===== src/rtl/tlb_pkg.sv =====
// Shared types for the TLB walk frontend: default widths, walk FSM states
// and the CAM entry layout.
package tlb_pkg;

  localparam int DEF_VPN_W = 3;
  localparam int DEF_PTE_W = 6;

  typedef enum logic [2:0] {
    ST_IDLE,
    ST_ISSUE,
    ST_WAIT,
    ST_FILL,
    ST_RESP
  } state_t;

  typedef struct packed {
    logic                 valid;
    logic [DEF_VPN_W-1:0] vpn;
    logic [DEF_PTE_W-1:0] pte;
  } tlb_entry_t;

endpackage


===== src/rtl/tlb_walk_frontend_cam.sv =====
// Fully-associative entry store: parallel VPN match, lowest free slot search,
// single write port and a flush that clears every valid bit.
module tlb_cam
  import tlb_pkg::*;
#(
  parameter int ENTRIES = 4,
  localparam int IDX_W = $clog2(ENTRIES)
) (
  input  logic                 clk,
  input  logic                 rst,
  input  logic                 flush,
  input  logic [DEF_VPN_W-1:0] lookup_vpn,
  output logic                 hit,
  output logic [IDX_W-1:0]     hit_idx,
  output logic [DEF_PTE_W-1:0] hit_pte,
  output logic                 free_valid,
  output logic [IDX_W-1:0]     free_idx,
  input  logic                 wr_en,
  input  logic [IDX_W-1:0]     wr_idx,
  input  logic [DEF_VPN_W-1:0] wr_vpn,
  input  logic [DEF_PTE_W-1:0] wr_pte
);

  tlb_entry_t entries_reg [ENTRIES];
  logic [ENTRIES-1:0] match;
  logic [ENTRIES-1:0] invalid;

  for (genvar gi = 0; gi < ENTRIES; gi++) begin : g_cmp
    assign match[gi]   = entries_reg[gi].valid && (entries_reg[gi].vpn == lookup_vpn);
    assign invalid[gi] = !entries_reg[gi].valid;
  end

  // Flush outranks a write landing in the same cycle.
  always_ff @(posedge clk) begin
    if (rst) begin
      for (int i = 0; i < ENTRIES; i++) entries_reg[i] <= '0;
    end else if (flush) begin
      for (int i = 0; i < ENTRIES; i++) entries_reg[i].valid <= 1'b0;
    end else if (wr_en) begin
      entries_reg[wr_idx] <= '{valid: 1'b1, vpn: wr_vpn, pte: wr_pte};
    end
  end

  // At most one entry matches, since a fill only happens after a miss.
  always_comb begin
    hit     = |match;
    hit_idx = '0;
    hit_pte = '0;
    for (int i = 0; i < ENTRIES; i++) begin
      if (match[i]) begin
        hit_idx = IDX_W'(i);
        hit_pte = entries_reg[i].pte;
      end
    end
  end

  always_comb begin
    free_valid = |invalid;
    free_idx   = '0;
    for (int i = ENTRIES - 1; i >= 0; i--) begin
      if (invalid[i]) free_idx = IDX_W'(i);
    end
  end

endmodule


===== src/rtl/tlb_walk_frontend.sv =====
// TLB front end: answers hits locally, walks the page table on a miss,
// fills an entry from the returned translation and keeps hit/miss statistics.
module tlb_walk_frontend
  import tlb_pkg::*;
#(
  parameter int ENTRIES = 4,
  parameter int VPN_W   = DEF_VPN_W,
  parameter int PTE_W   = DEF_PTE_W,
  parameter int TIMEOUT = 15,
  parameter int CNT_W   = 8
) (
  input  logic             clk,
  input  logic             rst,
  input  logic             req_valid,
  input  logic [VPN_W-1:0] req_vpn,
  output logic             req_ready,
  input  logic             flush,
  output logic             resp_valid,
  output logic [PTE_W-1:0] resp_pte,
  output logic             resp_hit,
  output logic             resp_err,
  output logic             pt_lookup_rqst,
  output logic [VPN_W-1:0] pt_lookup_addr,
  input  logic             pt_lookup_complete,
  input  logic [PTE_W-1:0] pt_lookup_return,
  output logic [CNT_W-1:0] hit_cnt,
  output logic [CNT_W-1:0] miss_cnt
);

  localparam int IDX_W  = $clog2(ENTRIES);
  localparam int WCNT_W = $clog2(TIMEOUT + 1);

  state_t             state_reg;
  logic [VPN_W-1:0]   vpn_reg;
  logic [PTE_W-1:0]   pte_reg;
  logic               flushed_reg;
  logic [WCNT_W-1:0]  wcnt_reg;
  logic [IDX_W-1:0]   repl_reg;
  logic               resp_valid_reg;
  logic [PTE_W-1:0]   resp_pte_reg;
  logic               resp_hit_reg;
  logic               resp_err_reg;
  logic [CNT_W-1:0]   hit_cnt_reg;
  logic [CNT_W-1:0]   miss_cnt_reg;

  logic               cam_hit;
  logic [IDX_W-1:0]   cam_hit_idx_unused;
  logic [PTE_W-1:0]   cam_hit_pte;
  logic               cam_free_valid;
  logic [IDX_W-1:0]   cam_free_idx;
  logic               cam_wr_en;
  logic [IDX_W-1:0]   cam_wr_idx;

  // A flush seen anywhere during the walk means the returned translation may be stale.
  assign cam_wr_en  = (state_reg == ST_FILL) && !flushed_reg && !flush;
  assign cam_wr_idx = cam_free_valid ? cam_free_idx : repl_reg;

  tlb_cam #(.ENTRIES(ENTRIES)) u_cam (
    .clk        (clk),
    .rst        (rst),
    .flush      (flush),
    .lookup_vpn (req_vpn),
    .hit        (cam_hit),
    .hit_idx    (cam_hit_idx_unused),
    .hit_pte    (cam_hit_pte),
    .free_valid (cam_free_valid),
    .free_idx   (cam_free_idx),
    .wr_en      (cam_wr_en),
    .wr_idx     (cam_wr_idx),
    .wr_vpn     (vpn_reg),
    .wr_pte     (pte_reg)
  );

  always_ff @(posedge clk) begin
    if (rst) begin
      state_reg      <= ST_IDLE;
      vpn_reg        <= '0;
      pte_reg        <= '0;
      flushed_reg    <= 1'b0;
      wcnt_reg       <= '0;
      repl_reg       <= '0;
      resp_valid_reg <= 1'b0;
      resp_pte_reg   <= '0;
      resp_hit_reg   <= 1'b0;
      resp_err_reg   <= 1'b0;
      hit_cnt_reg    <= '0;
      miss_cnt_reg   <= '0;
    end else begin
      resp_valid_reg <= 1'b0;
      resp_pte_reg   <= '0;
      resp_hit_reg   <= 1'b0;
      resp_err_reg   <= 1'b0;
      case (state_reg)
        ST_IDLE: begin
          if (req_valid) begin
            vpn_reg <= req_vpn;
            // A same-cycle flush turns what would be a hit into a miss.
            if (cam_hit && !flush) begin
              state_reg      <= ST_RESP;
              resp_valid_reg <= 1'b1;
              resp_hit_reg   <= 1'b1;
              resp_pte_reg   <= cam_hit_pte;
              if (hit_cnt_reg != {CNT_W{1'b1}}) hit_cnt_reg <= hit_cnt_reg + 1'b1;
            end else begin
              state_reg   <= ST_ISSUE;
              flushed_reg <= 1'b0;
              if (miss_cnt_reg != {CNT_W{1'b1}}) miss_cnt_reg <= miss_cnt_reg + 1'b1;
            end
          end
        end
        ST_ISSUE: begin
          state_reg <= ST_WAIT;
          wcnt_reg  <= '0;
          if (flush) flushed_reg <= 1'b1;
        end
        ST_WAIT: begin
          if (flush) flushed_reg <= 1'b1;
          if (pt_lookup_complete) begin
            pte_reg   <= pt_lookup_return;
            state_reg <= ST_FILL;
          end else if (wcnt_reg == WCNT_W'(TIMEOUT)) begin
            state_reg      <= ST_RESP;
            resp_valid_reg <= 1'b1;
            resp_err_reg   <= 1'b1;
          end else begin
            wcnt_reg <= wcnt_reg + 1'b1;
          end
        end
        ST_FILL: begin
          state_reg      <= ST_RESP;
          resp_valid_reg <= 1'b1;
          resp_pte_reg   <= pte_reg;
          if (cam_wr_en && !cam_free_valid) repl_reg <= repl_reg + 1'b1;
        end
        ST_RESP: state_reg <= ST_IDLE;
        default: state_reg <= ST_IDLE;
      endcase
    end
  end

  assign req_ready      = (state_reg == ST_IDLE);
  assign pt_lookup_rqst = (state_reg == ST_ISSUE);
  assign pt_lookup_addr = (state_reg == ST_ISSUE || state_reg == ST_WAIT) ? vpn_reg : '0;
  assign resp_valid     = resp_valid_reg;
  assign resp_pte       = resp_pte_reg;
  assign resp_hit       = resp_hit_reg;
  assign resp_err       = resp_err_reg;
  assign hit_cnt        = hit_cnt_reg;
  assign miss_cnt       = miss_cnt_reg;

endmodule

===== config.mk =====
export PLATFORM = sky130hd
export DESIGN_NAME = tlb_walk_frontend
export DESIGN_NICKNAME = d
export VERILOG_FILES = /design/src/rtl/tlb_pkg.sv /design/src/rtl/tlb_walk_frontend_cam.sv /design/src/rtl/tlb_walk_frontend.sv
export SDC_FILE = /design/constraint.sdc
export NUM_CORES = 1
export LEC_CHECK = 0
export ABC_AREA = 1
export CORE_ASPECT_RATIO = 1.1
export CORE_MARGIN = 1.5
export CORE_UTILIZATION = 30
export CTS_CLUSTER_SIZE = 10
export DETAILED_ROUTE_END_ITERATION = 6
export HOLD_SLACK_MARGIN = 0.12
export MAX_ROUTING_LAYER = met4
export SLEW_MARGIN = 10
export SYNTH_ARGS = -nofsm -noshare
export SYNTH_HDL_FRONTEND = slang
export SYNTH_SLANG_ARGS = --single-unit
export TNS_END_PERCENT = 10

===== constraint.sdc =====
create_clock -name clk -period 2.2 [get_ports clk]
set_clock_uncertainty 0.2 [all_clocks]
set_input_delay 0.22 -clock clk [delete_from_list [all_inputs] [get_ports clk]]
set_output_delay 0.22 -clock clk [all_outputs]
set_load 0.05 [all_outputs]

==> metrics.txt, run 1 <==
crit path cell chain clkdlybuf4s50_1; R2R Path End u_cam.entries_reg[3][1]; 1st-iter DRT viols 141; Die Wd about 110 um; synthesized area 4050 um2; Crit Path Class reg2out; RD Place Congestion 0.822; detailed-route DRC error count 0; Synth-to-Final Area Change 29.0%; status completed; clk root buf clkbuf_16; vias in the first global route ~3500; Min Clock Period, post-route ~2100 ps; synth unique cells 37; post-synthesis average cell area 8.02 um2; WL final 9560 um; total CTS buffers 9; CP delay by family, top buffers and inverters; starting density of the core between 30% and 40%; commonest cells after routing, fill and taps aside 134 x nand2_1, 73 x nor2_1, 50 x inv_1; die height around 120 um; ant diodes 0; max reg flops 40; Worst Path Max Fanout 6; wire per inst approximately 13 um; required time worst endpoint about 1800 ps; worst rel slew slack 64.9%; # nets final between 500 and 600; syn_nets between 500 and 600; GRT overflow 0; clk_lat worst skew 340 ps; RSZ-0062 raised after global routing no; Critical Path Max Stage Delay around 850 ps; fmax roughly 490 MHz; asr flop ratio synth 0%; Power Density 674 nW/um2; # rows 44; Design Power roughly 0.0035 W; # Post-CTS Setup Buffers 0; Worst Slack Setup Final about 150 ps; CTS resizes 0; pin slew with the least headroom to its limit 525 ps; H-tree Lvls 3; GRT Util Overall 15.0%; worst hold path endpoint repl_reg[0]; Seq/Total Area, Yosys a little over 50%; worst r2r path cells 9; die area ~14000 um2; routed vias/inst between 4 and 5; initial antenna violation count 0; Buf/Inv on CP 1; Final Hold Fails 0; Hold Path Class reg2reg; total core area 13200 um2; # Max-Cap Violations 0; Synth area leaders edfxtp_1 27%, dfxtp_1 24%, nand2_1 12%, nor2_1 6.8%, inv_1 4.6%; I/O pins 44; CTS tree yes; Final Util about two fifths; EDFF count, synth 36; Mapped Cells between 500 and 600; first-pass GRT wire length about 17000 um; flops & latches, synth 84; Slew Limit Fails 0; reg2reg setup slack around 240 ps; Setup-failing EPs final 0; slowest CP cell clkdlybuf4s50_1; DRT Pass-1 Iters 5; Fin Hold WS ~270 ps; Yosys top cell by area edfxtp_1; Synthesis Warnings 0; Place WS -61.9 ps; Worst setup SP type register; Final Cycle Share between 90 and 100%; Post-CTS Hold Fix Bufs 0; P_leak ~2.1 nW; clock sinks between 80 and 90; Synth top area share between 20% and 30%; fraction of layout cells with a size suffix above 1 ~15%; worst hold stages 2; Clk pin slew, worst setup/hold paths approximately 60 ps; clock tree buffer depth 2; largest net degree at the start of global routing 23; DP HPWL 7300 um; Detail Route Antenna Nets 0; Hold Path Origin repl_reg[0]; commonest non-fill, non-tap cell in the layout nand2_1; CP Capture Type output port; RR Startpoint state_reg[1]; ys flop type dfxtp_1; Port Buffers 43; Max VDD drop slightly above 400 uV; DR vias around 3500; CP arrival 1630 ps
==> through the flow <==
stage	TNS, ps	instance area (um2)	instances
final	0	5220	745
after global placement	-579	4920	729
after global routing	0	5220	745
after floorplan	0	4050	505
after detailed placement	-407	4920	729
after CTS	0	5220	745
==> worst reg2reg max path, cell delays in order (launching register included) <==
cell     delay, ps
dfxtp_1        330
inv_1           40
nor2_1         160
nand2_1        170
nor2_1         160
nand2_1         90
nor2_1         120
nand2_1         90
nand2_1        130
buf_4          170
==> area by class of cell <==
type | count | area, um2
sequential | 84 | 2040
tap | 161 | 201
multi-input combinational | 351 | 1720
inverter | 59 | 229
fill | 1326 | 7990
clock buffer | 10 | 229
timing repair buffer | 74 | 731
clock inverter | 6 | 65.1
==> power breakdown <==
group          switching (W)  internal [W]  leakage, nW  total (W)
clock               0.000592      0.000878        0.142    0.00147
sequential         0.0000242       0.00167        0.760    0.00169
combinational       0.000233      0.000123         1.24   0.000356
total               0.000849       0.00267         2.15    0.00352
==> synth_stat cells (2+ instances only) <==
cell / instances
a21oi_1: 32
a31oi_1: 3
buf_2: 3
clkbuf_1: 7
dfxtp_1: 48
edfxtp_1: 36
ha_1: 3
inv_1: 50
inv_2: 6
nand2_1: 134
nand2_2: 5
nand2_4: 3
nand3_1: 37
nand3_2: 2
nand4_1: 8
nor2_1: 73
nor2_2: 2
nor2_4: 5
o21ai_0: 15
or2_2: 5
xnor2_1: 4
xor2_1: 9
==> worst max path at each step <==
stage,slack (ps),to,startpoint,cells past startpoint
after global routing,60,u_cam.entries_reg[3][0],state_reg[1],9
after detailed placement,-60,resp_pte[1],req_vpn[0],12
final,150,hit_cnt[2],hit_cnt[2],1
after floorplan,70,miss_cnt[1],miss_cnt[0],9
after CTS,10,req_ready,state_reg[2],4
after global placement,-90,resp_pte[1],req_vpn[0],12
==> per-layer routing <==
| metal | vias up | part of all wire (%) | GRT usage (%) |
|---|---|---|---|
| met5 | - | 0 | - |
| met4 | 0 | 2.2 | 6.54 |
| met1 | 1574 | 47 | 18.9 |
| met2 | 86 | 47 | 23.6 |
| li1 | 1777 | - | - |
| met3 | 15 | 3.8 | 2.58 |
==> cells by family after synthesis <==
| kind of cell | synth area share, % |
|---|---|
| xor gates and xnor gates | 2.81 |
| and+or+nand+nor | 31.6 |
| AOI/OAI and AO/OA | 7.30 |
| buffers and inverters | 6.96 |
| adders and majority gates | 0.927 |
| DFF | 50.4 |
No activity file was read; power rests on OpenSTA's default activity.
==> run 2: changes to the inputs <==
- CTS_CLUSTER_SIZE: 10 -> unset
- GPL_ROUTABILITY_DRIVEN: unset -> 0
- SETUP_SLACK_MARGIN: unset -> 0.2
==> run 2 against run 1 <==
  * Sequential share of layout area barely moved
  * Routed wire length barely moved
  * Flip-flop and latch count did not move
  * Setup slack improved by 38 ps
  * Register-to-register slack barely moved
  * Die area did not move
  * Critical endpoint is now hit_cnt[5]
  * Largest cell class unchanged
  * Highest routed layer unchanged
==> metrics.txt, run 2 (synthesis results as in run 1) <==
ant diodes 0 (unchanged); GRT Util Overall 14.9% (-0.062 points); detailed-route DRC error count 0 (unchanged); starting density of the core 30.6% (unchanged); P_leak 2.18 nW (+1.4%); commonest non-fill, non-tap cell in the layout nand2_1; WL met3 351 um (-3.0%); commonest cells after routing, fill and taps aside 134 x nand2_1, 71 x nor2_1, 50 x inv_1; dpl cells 728 (-0.14%); Synth-to-Final Area Change 29.3%; DR top layer met4; CP arrival 1590 ps (-40 ps); DRT Pass-1 Iters 4 (-1); Die Wd 114 um (unchanged); crit path cell chain clkdlybuf4s50_1; routed vias/inst 4.65 (+0.28%); CP delay by family, top buffers and inverters; required time worst endpoint 1780 ps (about the same); H-tree Lvls 3 (unchanged); wire per inst 12.8 um (+0.16%); clock tree buffer depth 2 (unchanged); Clk pin slew, worst setup/hold paths 60 ps (about the same); Place WS -25.4 ps (+36.5 ps); WL final 9560 um (about the same); DR vias 3457 (+0.14%); Final Util 39.6% (+0.085 points); Setup-failing EPs final 0 (unchanged); Crit Path Class reg2out; Critical Path Max Stage Delay 840 ps (about the same); worst rel slew slack 65.7% (+0.81 points); placed instance area 4920 um2 (-0.10%); # nets final 595 (-0.17%); Worst Path Max Fanout 5 (-1); # Max-Cap Violations 0 (unchanged); largest net degree at the start of global routing 23 (unchanged); total CTS buffers 9 (unchanged); pin slew with the least headroom to its limit 514 ps (-11.3 ps); Worst Slack Setup Final 186 ps (+38.4 ps); Worst setup SP type register; Power Density 689 nW/um2 (+2.3%); CTS tree yes; clock sinks 84 (unchanged); Fin Hold WS 274 ps (+2.03 ps); fmax 497 MHz (+1.9%); CP Capture Type output port; cell area after layout 5230 um2 (+0.22%); Max VDD drop 394 uV (-3.6%); Final Cycle Share 91.5% (-1.7 points); initial antenna violation count 0 (unchanged); total core area 13200 um2 (unchanged); RSZ-0062 raised after global routing yes; metal2 WL 4700 um (+5.0%); clk_lat worst skew 340 ps (about the same); Filler cells 1335 (+0.68%); max reg flops 40 (unchanged); Detail Route Antenna Nets 0 (unchanged); DP HPWL 7390 um (+1.3%); I/O pins 44 (unchanged); GRT overflow 0 (unchanged); first-pass GRT wire length 16400 um (-0.92%); Min Clock Period, post-route 2010 ps (-38.4 ps); die height 125 um (unchanged); Final Hold Fails 0 (unchanged); Slew Limit Fails 0 (unchanged); slowest CP cell clkdlybuf4s50_1; vias in the first global route 3567 (+2.4%); Hold Path Class reg2reg; Port Buffers 43 (unchanged); die area 14200 um2 (unchanged); 1st-iter DRT viols 168 (+19%); fraction of layout cells with a size suffix above 1 14.4% (-0.15 points); clk root buf clkbuf_16; status completed; # rows 44 (unchanged); Buf/Inv on CP 1 (unchanged); fin cells 744 (-0.13%); M1 wire length 4300 um (-4.7%)
-- run 2: cell types whose count changed in the layout (fill, tap and decap cells not counted), sizes merged --
cell,change
clkdlybuf4s50,-2
dlymetal6s2s,+1
clkbuf,+3
buf,-1
bufinv,+1
clkinvlp,-1
dlygate4sd2,+1
clkinv,-3
-- run 2: area by class of cell --
cell class	count	area (um2)	area share [%]
sequential	84	2040	39.1
clock buffer	13	240	4.59
clock inverter	3	63.8	1.22
inverter	59	229	4.38
multi-input combinational	351	1730	33.0
tap	161	201	3.85
timing repair buffer	73	724	13.8
-- run 2: routing by layer --
metal | vias up | global-route usage (%)
li1 | 1774 | -
met1 | 1597 | 16.9
met2 | 69 | 25.1
met3 | 17 | 3.07
met4 | 0 | 6.99
met5 | - | -
-- run 2: final timing paths --
check                   from           to  slack, ps  cells after the start
hold reg to reg   pte_reg[5]  resp_pte[5]        270                      2
setup reg to reg  hit_cnt[1]   hit_cnt[2]        240                      7
hold / removal    pte_reg[5]  resp_pte[5]        270                      2
setup / recovery  hit_cnt[5]   hit_cnt[5]        190                      1
-- run 2: metrics by stage --
| stage | setup TNS [ps] | total power, W |
|---|---|---|
| 2_1_floorplan | 0 | 0.00193 |
| 3_3_place_gp | -52.3 | 0.00208 |
| 3_5_place_dp | -51.1 | 0.00208 |
| 4_1_cts | 0 | 0.00364 |
| 5_1_grt | 0 | 0.00375 |
| 6_report | 0 | 0.00361 |
-- run 2: report_power, final --
part	internal [W]	switching (W)	leakage (nW)
clock	0.000992	0.000566	0.145
sequential	0.00167	0.0000246	0.761
combinational	0.000122	0.000232	1.27
total	0.00278	0.000823	2.18
-- run 2: what timing repair did --
action,4_1_cts,5_1_grt
pin swaps,0,0
gates resized for setup,1,4
setup buffers,0,0
setup endpoints to repair,9,90
hold buffers,0,0
